==> src/rtl/havalimani_pkg.sv <==
// rtl/havalimani_pkg.sv - shared types and widths for the airport passenger queue
//
// Purpose:
//   Common definitions used by the passenger queue, its FIFO and its interface:
//   the presentation FSM state encoding, the fixed record field widths and a
//   helper that gives the packed passenger record width for a given BIT.
// Contents:
//   durum_t          - FSM states BOS (idle, nothing presented) and SUNUM (presenting)
//   AGIRLIK_W        - baggage weight field width
//   BAKIYE_W         - balance field width
//   kayit_genisligi  - packed record width {kimlik_no, uyruk, agirlik, bakiye} = BIT+16

package havalimani_pkg;

  typedef enum logic {
    BOS   = 1'b0,
    SUNUM = 1'b1
  } durum_t;

  localparam int AGIRLIK_W = 6;
  localparam int BAKIYE_W  = 9;

  function automatic int kayit_genisligi(input int bit_w);
    return bit_w + 1 + AGIRLIK_W + BAKIYE_W;
  endfunction

endpackage

==> src/rtl/yolcu_sirasi_if.sv <==
// rtl/yolcu_sirasi_if.sv - entry-desk / airport-chain signal bundle of the passenger queue
//
// Purpose:
//   Groups the write side (from the entry desk) and the presentation side
//   (to the kimlik/bavul/odeme/ucak chain) of the passenger queue.
// Signals:
//   yaz, kimlik_no_g, uyruk_g, agirlik_g, bakiye_g  - incoming record and write request
//   dolu, bos, doluluk                              - FIFO status
//   kimlik_no, uyruk, agirlik, bakiye               - presented record
//   yolcu_gecerli, tur_basi                         - presentation valid / first-cycle pulse
//   tasma, hizmet_sayisi                            - sticky overflow / served passenger count
// Modports:
//   master - entry desk and downstream observer (drives the write side)
//   slave  - the queue itself (drives status and presentation)

interface yolcu_sirasi_if #(
  parameter int BIT           = 6,
  parameter int DERINLIK_LOG2 = 2
);
  import havalimani_pkg::*;

  logic                     yaz;
  logic [BIT-1:0]           kimlik_no_g;
  logic                     uyruk_g;
  logic [AGIRLIK_W-1:0]     agirlik_g;
  logic [BAKIYE_W-1:0]      bakiye_g;

  logic                     dolu;
  logic                     bos;
  logic [DERINLIK_LOG2:0]   doluluk;

  logic [BIT-1:0]           kimlik_no;
  logic                     uyruk;
  logic [AGIRLIK_W-1:0]     agirlik;
  logic [BAKIYE_W-1:0]      bakiye;
  logic                     yolcu_gecerli;
  logic                     tur_basi;
  logic                     tasma;
  logic [7:0]               hizmet_sayisi;

  modport master (
    output yaz, kimlik_no_g, uyruk_g, agirlik_g, bakiye_g,
    input  dolu, bos, doluluk,
    input  kimlik_no, uyruk, agirlik, bakiye, yolcu_gecerli, tur_basi,
    input  tasma, hizmet_sayisi
  );

  modport slave (
    input  yaz, kimlik_no_g, uyruk_g, agirlik_g, bakiye_g,
    output dolu, bos, doluluk,
    output kimlik_no, uyruk, agirlik, bakiye, yolcu_gecerli, tur_basi,
    output tasma, hizmet_sayisi
  );

endinterface

==> src/rtl/yolcu_fifo.sv <==
// rtl/yolcu_fifo.sv - parameterised synchronous FIFO holding queued passenger records
//
// Purpose:
//   Stores up to 2**DERINLIK_LOG2 records of W bits. Writes are accepted only
//   when not full and pops only when not empty; the full test uses the
//   registered flag, so a write into a full FIFO is dropped even if a pop
//   happens on the same edge.
// Ports:
//   saat       in   clock
//   reset      in   asynchronous active-low reset
//   yaz_i      in   write request
//   veri_i     in   record to append at the tail
//   oku_i      in   pop request
//   veri_o     out  record at the head (valid while bos_o=0)
//   dolu_o     out  registered full flag
//   bos_o      out  registered empty flag
//   doluluk_o  out  stored entry count

module yolcu_fifo #(
  parameter int W             = 22,
  parameter int DERINLIK_LOG2 = 2
) (
  input  logic                   saat,
  input  logic                   reset,
  input  logic                   yaz_i,
  input  logic [W-1:0]           veri_i,
  input  logic                   oku_i,
  output logic [W-1:0]           veri_o,
  output logic                   dolu_o,
  output logic                   bos_o,
  output logic [DERINLIK_LOG2:0] doluluk_o
);

  localparam int DERINLIK = 1 << DERINLIK_LOG2;
  localparam logic [DERINLIK_LOG2:0] DOLU_SAYI = DERINLIK[DERINLIK_LOG2:0];

  logic [W-1:0]             bellek_q [DERINLIK];
  logic [DERINLIK_LOG2-1:0] yaz_ptr_q, yaz_ptr_d;
  logic [DERINLIK_LOG2-1:0] oku_ptr_q, oku_ptr_d;
  logic [DERINLIK_LOG2:0]   sayi_q, sayi_d;
  logic                     dolu_q, dolu_d;
  logic                     bos_q, bos_d;
  logic                     yaz_ok;
  logic                     oku_ok;

  assign yaz_ok = yaz_i & ~dolu_q;
  assign oku_ok = oku_i & ~bos_q;

  always_comb begin
    yaz_ptr_d = yaz_ptr_q;
    oku_ptr_d = oku_ptr_q;
    sayi_d    = sayi_q;
    if (yaz_ok) begin
      yaz_ptr_d = yaz_ptr_q + DERINLIK_LOG2'(1);
    end
    if (oku_ok) begin
      oku_ptr_d = oku_ptr_q + DERINLIK_LOG2'(1);
    end
    // Simultaneous write and pop leave the count unchanged.
    case ({yaz_ok, oku_ok})
      2'b10:   sayi_d = sayi_q + (DERINLIK_LOG2 + 1)'(1);
      2'b01:   sayi_d = sayi_q - (DERINLIK_LOG2 + 1)'(1);
      default: sayi_d = sayi_q;
    endcase
    dolu_d = (sayi_d == DOLU_SAYI);
    bos_d  = (sayi_d == '0);
  end

  always_ff @(posedge saat or negedge reset) begin
    if (!reset) begin
      yaz_ptr_q <= '0;
      oku_ptr_q <= '0;
      sayi_q    <= '0;
      dolu_q    <= 1'b0;
      bos_q     <= 1'b1;
    end else begin
      yaz_ptr_q <= yaz_ptr_d;
      oku_ptr_q <= oku_ptr_d;
      sayi_q    <= sayi_d;
      dolu_q    <= dolu_d;
      bos_q     <= bos_d;
    end
  end

  // Storage needs no reset: an entry is only read after it has been written.
  always_ff @(posedge saat) begin
    if (yaz_ok) begin
      bellek_q[yaz_ptr_q] <= veri_i;
    end
  end

  assign veri_o    = bellek_q[oku_ptr_q];
  assign dolu_o    = dolu_q;
  assign bos_o     = bos_q;
  assign doluluk_o = sayi_q;

endmodule

==> src/rtl/yolcu_sirasi.sv <==
// rtl/yolcu_sirasi.sv - passenger queue presenting one record per fixed round to the check-in chain
//
// Purpose:
//   Buffers passenger records from the entry desk in a FIFO and presents them
//   one at a time, each held stable for TUR_SURESI cycles. Rounds follow each
//   other back-to-back while records are available; otherwise the outputs
//   return to zero and the FSM idles in BOS.
// Optional feature (macro YOLCU_SAYAC_EN):
//   defined   - hizmet_sayisi counts completed presentations (wraps at 255)
//   undefined - counter omitted, hizmet_sayisi tied to zero
// Ports:
//   saat   in   clock, all state updates on the rising edge
//   reset  in   asynchronous active-low reset
//   bus    slave modport of yolcu_sirasi_if (write side, status, presented record)
// Parameters:
//   BIT            kimlik_no width
//   DERINLIK_LOG2  log2 of FIFO depth
//   TUR_SURESI     presentation length in cycles, 1..255

module yolcu_sirasi #(
  parameter int BIT           = 6,
  parameter int DERINLIK_LOG2 = 2,
  parameter int TUR_SURESI    = 4
) (
  input  logic           saat,
  input  logic           reset,
  yolcu_sirasi_if.slave  bus
);
  import havalimani_pkg::*;

  localparam int         KAYIT_W     = kayit_genisligi(BIT);
  localparam logic [7:0] SAYAC_YUKLE = 8'(TUR_SURESI - 1);

  logic [KAYIT_W-1:0]       giris_kaydi;
  logic [KAYIT_W-1:0]       bas_kaydi;
  logic [KAYIT_W-1:0]       yukle_kaydi;
  logic                     fifo_yaz;
  logic                     fifo_oku;
  logic                     fifo_dolu;
  logic                     fifo_bos;
  logic [DERINLIK_LOG2:0]   fifo_doluluk;
  logic                     yukle;
  logic                     atla;

  durum_t                   durum_q, durum_d;
  logic [7:0]               sayac_q, sayac_d;
  logic [BIT-1:0]           kimlik_q, kimlik_d;
  logic                     uyruk_q, uyruk_d;
  logic [AGIRLIK_W-1:0]     agirlik_q, agirlik_d;
  logic [BAKIYE_W-1:0]      bakiye_q, bakiye_d;
  logic                     gecerli_q, gecerli_d;
  logic                     tur_basi_q, tur_basi_d;
  logic                     tasma_q, tasma_d;
`ifdef YOLCU_SAYAC_EN
  logic [7:0]               hizmet_q, hizmet_d;
`endif

  assign giris_kaydi = {bus.kimlik_no_g, bus.uyruk_g, bus.agirlik_g, bus.bakiye_g};

  // A record arriving into an empty FIFO on a round-ending edge bypasses the
  // FIFO and goes straight to the outputs, so it is not stored as well.
  assign fifo_yaz = bus.yaz & ~atla;

  yolcu_fifo #(
    .W             (KAYIT_W),
    .DERINLIK_LOG2 (DERINLIK_LOG2)
  ) u_fifo (
    .saat      (saat),
    .reset     (reset),
    .yaz_i     (fifo_yaz),
    .veri_i    (giris_kaydi),
    .oku_i     (fifo_oku),
    .veri_o    (bas_kaydi),
    .dolu_o    (fifo_dolu),
    .bos_o     (fifo_bos),
    .doluluk_o (fifo_doluluk)
  );

  always_comb begin
    durum_d     = durum_q;
    sayac_d     = sayac_q;
    kimlik_d    = kimlik_q;
    uyruk_d     = uyruk_q;
    agirlik_d   = agirlik_q;
    bakiye_d    = bakiye_q;
    gecerli_d   = gecerli_q;
    tur_basi_d  = 1'b0;
    fifo_oku    = 1'b0;
    atla        = 1'b0;
    yukle       = 1'b0;
    yukle_kaydi = bas_kaydi;
    // Overflow uses the registered full flag, before any same-edge pop.
    tasma_d     = tasma_q | (bus.yaz & fifo_dolu);
`ifdef YOLCU_SAYAC_EN
    hizmet_d    = hizmet_q;
`endif

    case (durum_q)
      BOS: begin
        if (!fifo_bos) begin
          fifo_oku = 1'b1;
          yukle    = 1'b1;
        end
      end
      SUNUM: begin
        if (sayac_q != 8'd0) begin
          sayac_d = sayac_q - 8'd1;
        end else begin
`ifdef YOLCU_SAYAC_EN
          hizmet_d = hizmet_q + 8'd1;
`endif
          if (!fifo_bos) begin
            fifo_oku = 1'b1;
            yukle    = 1'b1;
          end else if (bus.yaz) begin
            atla        = 1'b1;
            yukle       = 1'b1;
            yukle_kaydi = giris_kaydi;
          end else begin
            durum_d   = BOS;
            gecerli_d = 1'b0;
            kimlik_d  = '0;
            uyruk_d   = 1'b0;
            agirlik_d = '0;
            bakiye_d  = '0;
          end
        end
      end
      default: begin
        durum_d = BOS;
      end
    endcase

    // Start of a new round: latch the record and restart the hold counter.
    if (yukle) begin
      {kimlik_d, uyruk_d, agirlik_d, bakiye_d} = yukle_kaydi;
      gecerli_d  = 1'b1;
      tur_basi_d = 1'b1;
      sayac_d    = SAYAC_YUKLE;
      durum_d    = SUNUM;
    end
  end

  always_ff @(posedge saat or negedge reset) begin
    if (!reset) begin
      durum_q    <= BOS;
      sayac_q    <= 8'd0;
      kimlik_q   <= '0;
      uyruk_q    <= 1'b0;
      agirlik_q  <= '0;
      bakiye_q   <= '0;
      gecerli_q  <= 1'b0;
      tur_basi_q <= 1'b0;
      tasma_q    <= 1'b0;
    end else begin
      durum_q    <= durum_d;
      sayac_q    <= sayac_d;
      kimlik_q   <= kimlik_d;
      uyruk_q    <= uyruk_d;
      agirlik_q  <= agirlik_d;
      bakiye_q   <= bakiye_d;
      gecerli_q  <= gecerli_d;
      tur_basi_q <= tur_basi_d;
      tasma_q    <= tasma_d;
    end
  end

`ifdef YOLCU_SAYAC_EN
  always_ff @(posedge saat or negedge reset) begin
    if (!reset) begin
      hizmet_q <= 8'd0;
    end else begin
      hizmet_q <= hizmet_d;
    end
  end

  assign bus.hizmet_sayisi = hizmet_q;
`else
  assign bus.hizmet_sayisi = 8'd0;
`endif

  assign bus.dolu          = fifo_dolu;
  assign bus.bos           = fifo_bos;
  assign bus.doluluk       = fifo_doluluk;
  assign bus.kimlik_no     = kimlik_q;
  assign bus.uyruk         = uyruk_q;
  assign bus.agirlik       = agirlik_q;
  assign bus.bakiye        = bakiye_q;
  assign bus.yolcu_gecerli = gecerli_q;
  assign bus.tur_basi      = tur_basi_q;
  assign bus.tasma         = tasma_q;

endmodule

==> src/flat_wrapper.sv <==
// flat-port wrapper written by rule: the top's interface ports become plain ports
module yolcu_sirasi_flat import havalimani_pkg::*;
#(
  parameter int BIT           = 6,
  parameter int DERINLIK_LOG2 = 2,
  parameter int TUR_SURESI    = 4
)
  (saat, reset, bus_yaz, bus_kimlik_no_g, bus_uyruk_g, bus_agirlik_g, bus_bakiye_g, bus_dolu, bus_bos, bus_doluluk, bus_kimlik_no, bus_uyruk, bus_agirlik, bus_bakiye, bus_yolcu_gecerli, bus_tur_basi, bus_tasma, bus_hizmet_sayisi);
  yolcu_sirasi_if #(.BIT(BIT), .DERINLIK_LOG2(DERINLIK_LOG2)) bus_i ();
  input  logic saat;
  input  logic reset;
  input wire logic [$bits(bus_i.yaz)-1:0] bus_yaz;
  input wire logic [$bits(bus_i.kimlik_no_g)-1:0] bus_kimlik_no_g;
  input wire logic [$bits(bus_i.uyruk_g)-1:0] bus_uyruk_g;
  input wire logic [$bits(bus_i.agirlik_g)-1:0] bus_agirlik_g;
  input wire logic [$bits(bus_i.bakiye_g)-1:0] bus_bakiye_g;
  output wire logic [$bits(bus_i.dolu)-1:0] bus_dolu;
  output wire logic [$bits(bus_i.bos)-1:0] bus_bos;
  output wire logic [$bits(bus_i.doluluk)-1:0] bus_doluluk;
  output wire logic [$bits(bus_i.kimlik_no)-1:0] bus_kimlik_no;
  output wire logic [$bits(bus_i.uyruk)-1:0] bus_uyruk;
  output wire logic [$bits(bus_i.agirlik)-1:0] bus_agirlik;
  output wire logic [$bits(bus_i.bakiye)-1:0] bus_bakiye;
  output wire logic [$bits(bus_i.yolcu_gecerli)-1:0] bus_yolcu_gecerli;
  output wire logic [$bits(bus_i.tur_basi)-1:0] bus_tur_basi;
  output wire logic [$bits(bus_i.tasma)-1:0] bus_tasma;
  output wire logic [$bits(bus_i.hizmet_sayisi)-1:0] bus_hizmet_sayisi;
  assign bus_i.yaz = bus_yaz;
  assign bus_i.kimlik_no_g = bus_kimlik_no_g;
  assign bus_i.uyruk_g = bus_uyruk_g;
  assign bus_i.agirlik_g = bus_agirlik_g;
  assign bus_i.bakiye_g = bus_bakiye_g;
  assign bus_dolu = bus_i.dolu;
  assign bus_bos = bus_i.bos;
  assign bus_doluluk = bus_i.doluluk;
  assign bus_kimlik_no = bus_i.kimlik_no;
  assign bus_uyruk = bus_i.uyruk;
  assign bus_agirlik = bus_i.agirlik;
  assign bus_bakiye = bus_i.bakiye;
  assign bus_yolcu_gecerli = bus_i.yolcu_gecerli;
  assign bus_tur_basi = bus_i.tur_basi;
  assign bus_tasma = bus_i.tasma;
  assign bus_hizmet_sayisi = bus_i.hizmet_sayisi;
  yolcu_sirasi #(.BIT(BIT), .DERINLIK_LOG2(DERINLIK_LOG2), .TUR_SURESI(TUR_SURESI)) u_core (.saat(saat), .reset(reset), .bus(bus_i));
endmodule
==> config.mk <==
export PLATFORM = sky130hd
export DESIGN_NAME = yolcu_sirasi_flat
export DESIGN_NICKNAME = d
export VERILOG_FILES = /design/src/rtl/havalimani_pkg.sv /design/src/rtl/yolcu_sirasi_if.sv /design/src/rtl/yolcu_fifo.sv /design/src/rtl/yolcu_sirasi.sv /design/src/flat_wrapper.sv
export SDC_FILE = /design/constraint.sdc
export NUM_CORES = 1
export LEC_CHECK = 0
export ABC_AREA = 1
export CORE_UTILIZATION = 55
export CTS_CLUSTER_DIAMETER = 100
export DETAILED_ROUTE_END_ITERATION = 6
export GPL_TIMING_DRIVEN = 0
export PLACE_DENSITY = 0.87
export SYNTH_ARGS = -nofsm -noshare
export SYNTH_HDL_FRONTEND = slang
export SYNTH_SLANG_ARGS = --single-unit
==> constraint.sdc <==
create_clock -name saat -period 3.1 [get_ports saat]
set_input_delay 0.62 -clock saat [delete_from_list [all_inputs] [get_ports saat]]
set_output_delay 0.62 -clock saat [all_outputs]
set_load 0.05 [all_outputs]
==> flow_summary.json <==
{
  "final_hold_viol_count": 0,
  "dieHeight_um": 105,
  "place.port_buffers": 53,
  "setup_violations": 0,
  "syn_avg_cell_area_um2": 10.3,
  "cap_violations": 0,
  "viasPerCell": 5.55,
  "grt-ovfl-total": 0,
  "ys_async_sr_fraction_pct": 32.8,
  "clk_pin_slew_ns": 0.06,
  "grt_pass1_vias": 4581,
  "status": "finished clean",
  "cts_tree": "built",
  "critPathArrivalTime_ns": 3.24,
  "max_freq_mhz": 361,
  "hold_buffers": 1,
  "crit_path_end_kind": "register",
  "relSlewSlack_pct": 56.7,
  "wirelength_um": 14000,
  "power_density_mw_per_mm2": 1040,
  "rows": 37,
  "worstMarginPinSlew_ns": 0.650,
  "synthDistinctLibCells": 37,
  "synth_largest_area_cell": "edfxtp_1",
  "synthFlopType": "edfxtp_1",
  "min_period_ns": 2.77,
  "ys_top_cells_by_area": "edfxtp_1, dfrtp_1, nand2_1, nand3_1, inv_1",
  "syn-cell-area_mm2": 0.00582,
  "path_max_fanout": 7,
  "first_pass_iters": 5,
  "slowest_delay_ns": 0.43,
  "clockRootBuffer": "clkbuf_8",
  "drc": 0,
  "r2r_cells": 11,
  "die_area_mm2": 0.0110,
  "cts_made_buffers": 17,
  "cts_resized": 0,
  "final_nets": 681,
  "initialDrtViolationCount": 385,
  "hold_depth": 2,
  "vias": 4425,
  "area_delta_synth_final_pct": 24.3,
  "synthTopCellsByCount": "nand2_1, edfxtp_1, nand3_1",
  "start_kind": "register",
  "dp_hpwl_um": 8730,
  "start_util_pct": 56.6,
  "drv_slew": 0,
  "antenna_found_initial": 0,
  "skew_ns": 0.00764,
  "postRouteAntennaNets": 0,
  "wl_per_cell_um": 17.6,
  "cts_htree_levels": 4,
  "boundaryPins": 63,
  "n_antenna_cell": 0,
  "post_cts.repair.setup_buffers": 0,
  "final.setup.worst_slack_ns": 0.328,
  "gp_congestion": 0.782,
  "syn_inst": 563,
  "core_area_mm2": 0.0103,
  "worstPathCellList": "inv_1, ha_1, nand2_2, nor2_8, nor2_4, nor2_2, ha_1, fa_1, mux2_2, or2_2, nor2_1",
  "rsz0062_at_grt": "false",
  "ff2ff_setup_slack_ns": 0.33,
  "synth_seq_area_share_pct": 64.0,
  "synth_edf_count": 88,
  "crit_type": "reg2reg",
  "layout_worst_path_cycle_share_pct": 89.4,
  "peakVddDrop_mv": 0.750,
  "clock_latency_ns": 0.53,
  "die_x_um": 105,
  "clock-sinks": 131,
  "pre_cts_ws_ns": 0.407,
  "layout-drive-gt1-share_pct": 12.6,
  "cpMaxStageDelayCell": "fa_1",
  "synth_most_common_cell": "nand2_1",
  "grt_start_max_net_pins": 32,
  "track_usage_pct": 27.2,
  "finalSetupTns_ns": 0,
  "required_ns": 3.56,
  "cpMostUsedCell": "ha_1",
  "total_power_mw": 7.53,
  "power.leakage_nw": 3.13,
  "hold_class": "reg2reg",
  "ys_warn_count": 0,
  "synth.top_cell.area_share_pct": 45.4,
  "grt_pass1_wl_um": 22400,
  "cts_buffer_depth": 2,
  "ys_ff_latch": 131
}
-- per-stage QoR --
stage | hold slack (ns) | util, % | area (um^2) | std cells
after floorplan | 0.324 | - | 5840 | 570
after global placement | 0.454 | 63.7 | 6540 | 759
after detailed placement | 0.460 | 64.9 | 6670 | 764
after CTS | 0.486 | 70.4 | 7230 | 797
after global routing | 0.498 | 70.4 | 7230 | 797
final | 0.480 | 70.4 | 7230 | 797
-- where the power goes --
part           switching (mW)  leakage (nW)  internal [mW]
combinational            2.04          1.54          0.982
clock                   0.762         0.270           1.13
sequential              0.247          1.32           2.36
total                    3.05          3.13           4.48
-- cell type report --
type,count,area [um^2]
Clock buffer,17,414
Timing Repair Buffer,59,653
Clock inverter,15,141
Buffer,35,208
Tap cell,136,170
Sequential cell,131,3720
Inverter,42,158
Multi-Input combinational cell,362,1770
Fill cell,690,3050
-- per-layer routing --
| metal | GRT usage [%] | up-vias | part of all wire, % |
|---|---|---|---|
| li1 | - | 2030 | - |
| met2 | 45.6 | 240 | 51 |
| met3 | 7.55 | 37 | 8.4 |
| met5 | 0 | - | 0 |
| met4 | 13.5 | 0 | 2.5 |
| met1 | 32.4 | 2118 | 38 |
-- worst paths after layout --
kind,start,to
worst max-delay path,u_core.sayac_q[0]$_DFFE_PN0P_,u_core.u_fifo.bos_o$_DFF_PN1_
worst min-delay path,u_core.bus.kimlik_no[3]$_DFFE_PN0P_,u_core.bus.kimlik_no[3]$_DFFE_PN0P_
worst max register to register,u_core.sayac_q[0]$_DFFE_PN0P_,u_core.u_fifo.bos_o$_DFF_PN1_
worst min register to register,u_core.bus.kimlik_no[3]$_DFFE_PN0P_,u_core.bus.kimlik_no[3]$_DFFE_PN0P_
max in group asynchronous,reset,u_core.u_fifo.bos_o$_DFF_PN1_
min in group asynchronous,reset,u_core.bus.kimlik_no[0]$_DFFE_PN0P_
-- placed cells by master, fill, tap and decap left out, types with 2 or more instances in the layout --
master / n
nand4_1: 23
clkbuf_16: 16
bufinv_16: 2
o211ai_1: 4
buf_2: 14
nand2_2: 2
ha_1: 7
nand3_1: 67
clkinvlp_4: 2
clkinv_4: 3
buf_6: 4
nor2_1: 17
xnor2_1: 4
nand3_2: 2
dfrtp_1: 42
nor3_1: 2
buf_16: 3
clkbuf_1: 10
o21ai_0: 7
nor2_4: 3
xor2_1: 3
inv_2: 2
buf_4: 8
conb_1: 8
edfxtp_1: 88
nand2_1: 195
nor2_2: 6
clkdlybuf4s50_1: 52
clkinv_2: 4
inv_1: 39
clkinv_1: 4
-- worst max-delay path, delay by kind of cell, from the launching register on --
| family | cells | cell delay, ns |
|---|---|---|
| AND/OR/NAND/NOR | 6 | 1.04 |
| adder cells (fa/ha/maj) | 3 | 0.88 |
| flip-flops | 1 | 0.37 |
| multiplexers | 1 | 0.28 |
| buffers and inverters | 1 | 0.14 |
-- cells by family after synthesis --
| kind of cell | Yosys count | synth area share [%] |
|---|---|---|
| adder cells (fa/ha/maj) | 8 | 1.85 |
| AO/OA/AOI/OAI | 17 | 2.13 |
| other | 1 | 0.0645 |
| buffers and inverters | 77 | 6.28 |
| XOR/XNOR | 7 | 1.05 |
| multiplexers | 1 | 0.194 |
| AND/OR/NAND/NOR | 321 | 24.5 |
| flip-flops | 131 | 64.0 |
-- state kept, by name, indices dropped and copies added, names as in the netlist --
signal and cells:
u_core.u_fifo.bellek_q 88, u_core.bus.bakiye 9, u_core.sayac_q 8, u_core.bus.agirlik 6
u_core.bus.kimlik_no 6, u_core.u_fifo.doluluk_o 3, u_core.u_fifo.oku_ptr_q 2, u_core.u_fifo.yaz_ptr_q 2
u_core.bus.tasma 1, u_core.bus.tur_basi 1, u_core.bus.uyruk 1, u_core.bus.yolcu_gecerli 1
u_core.durum_q 1, u_core.u_fifo.bos_o 1, u_core.u_fifo.dolu_o 1
(Power assumes the default switching activity.)
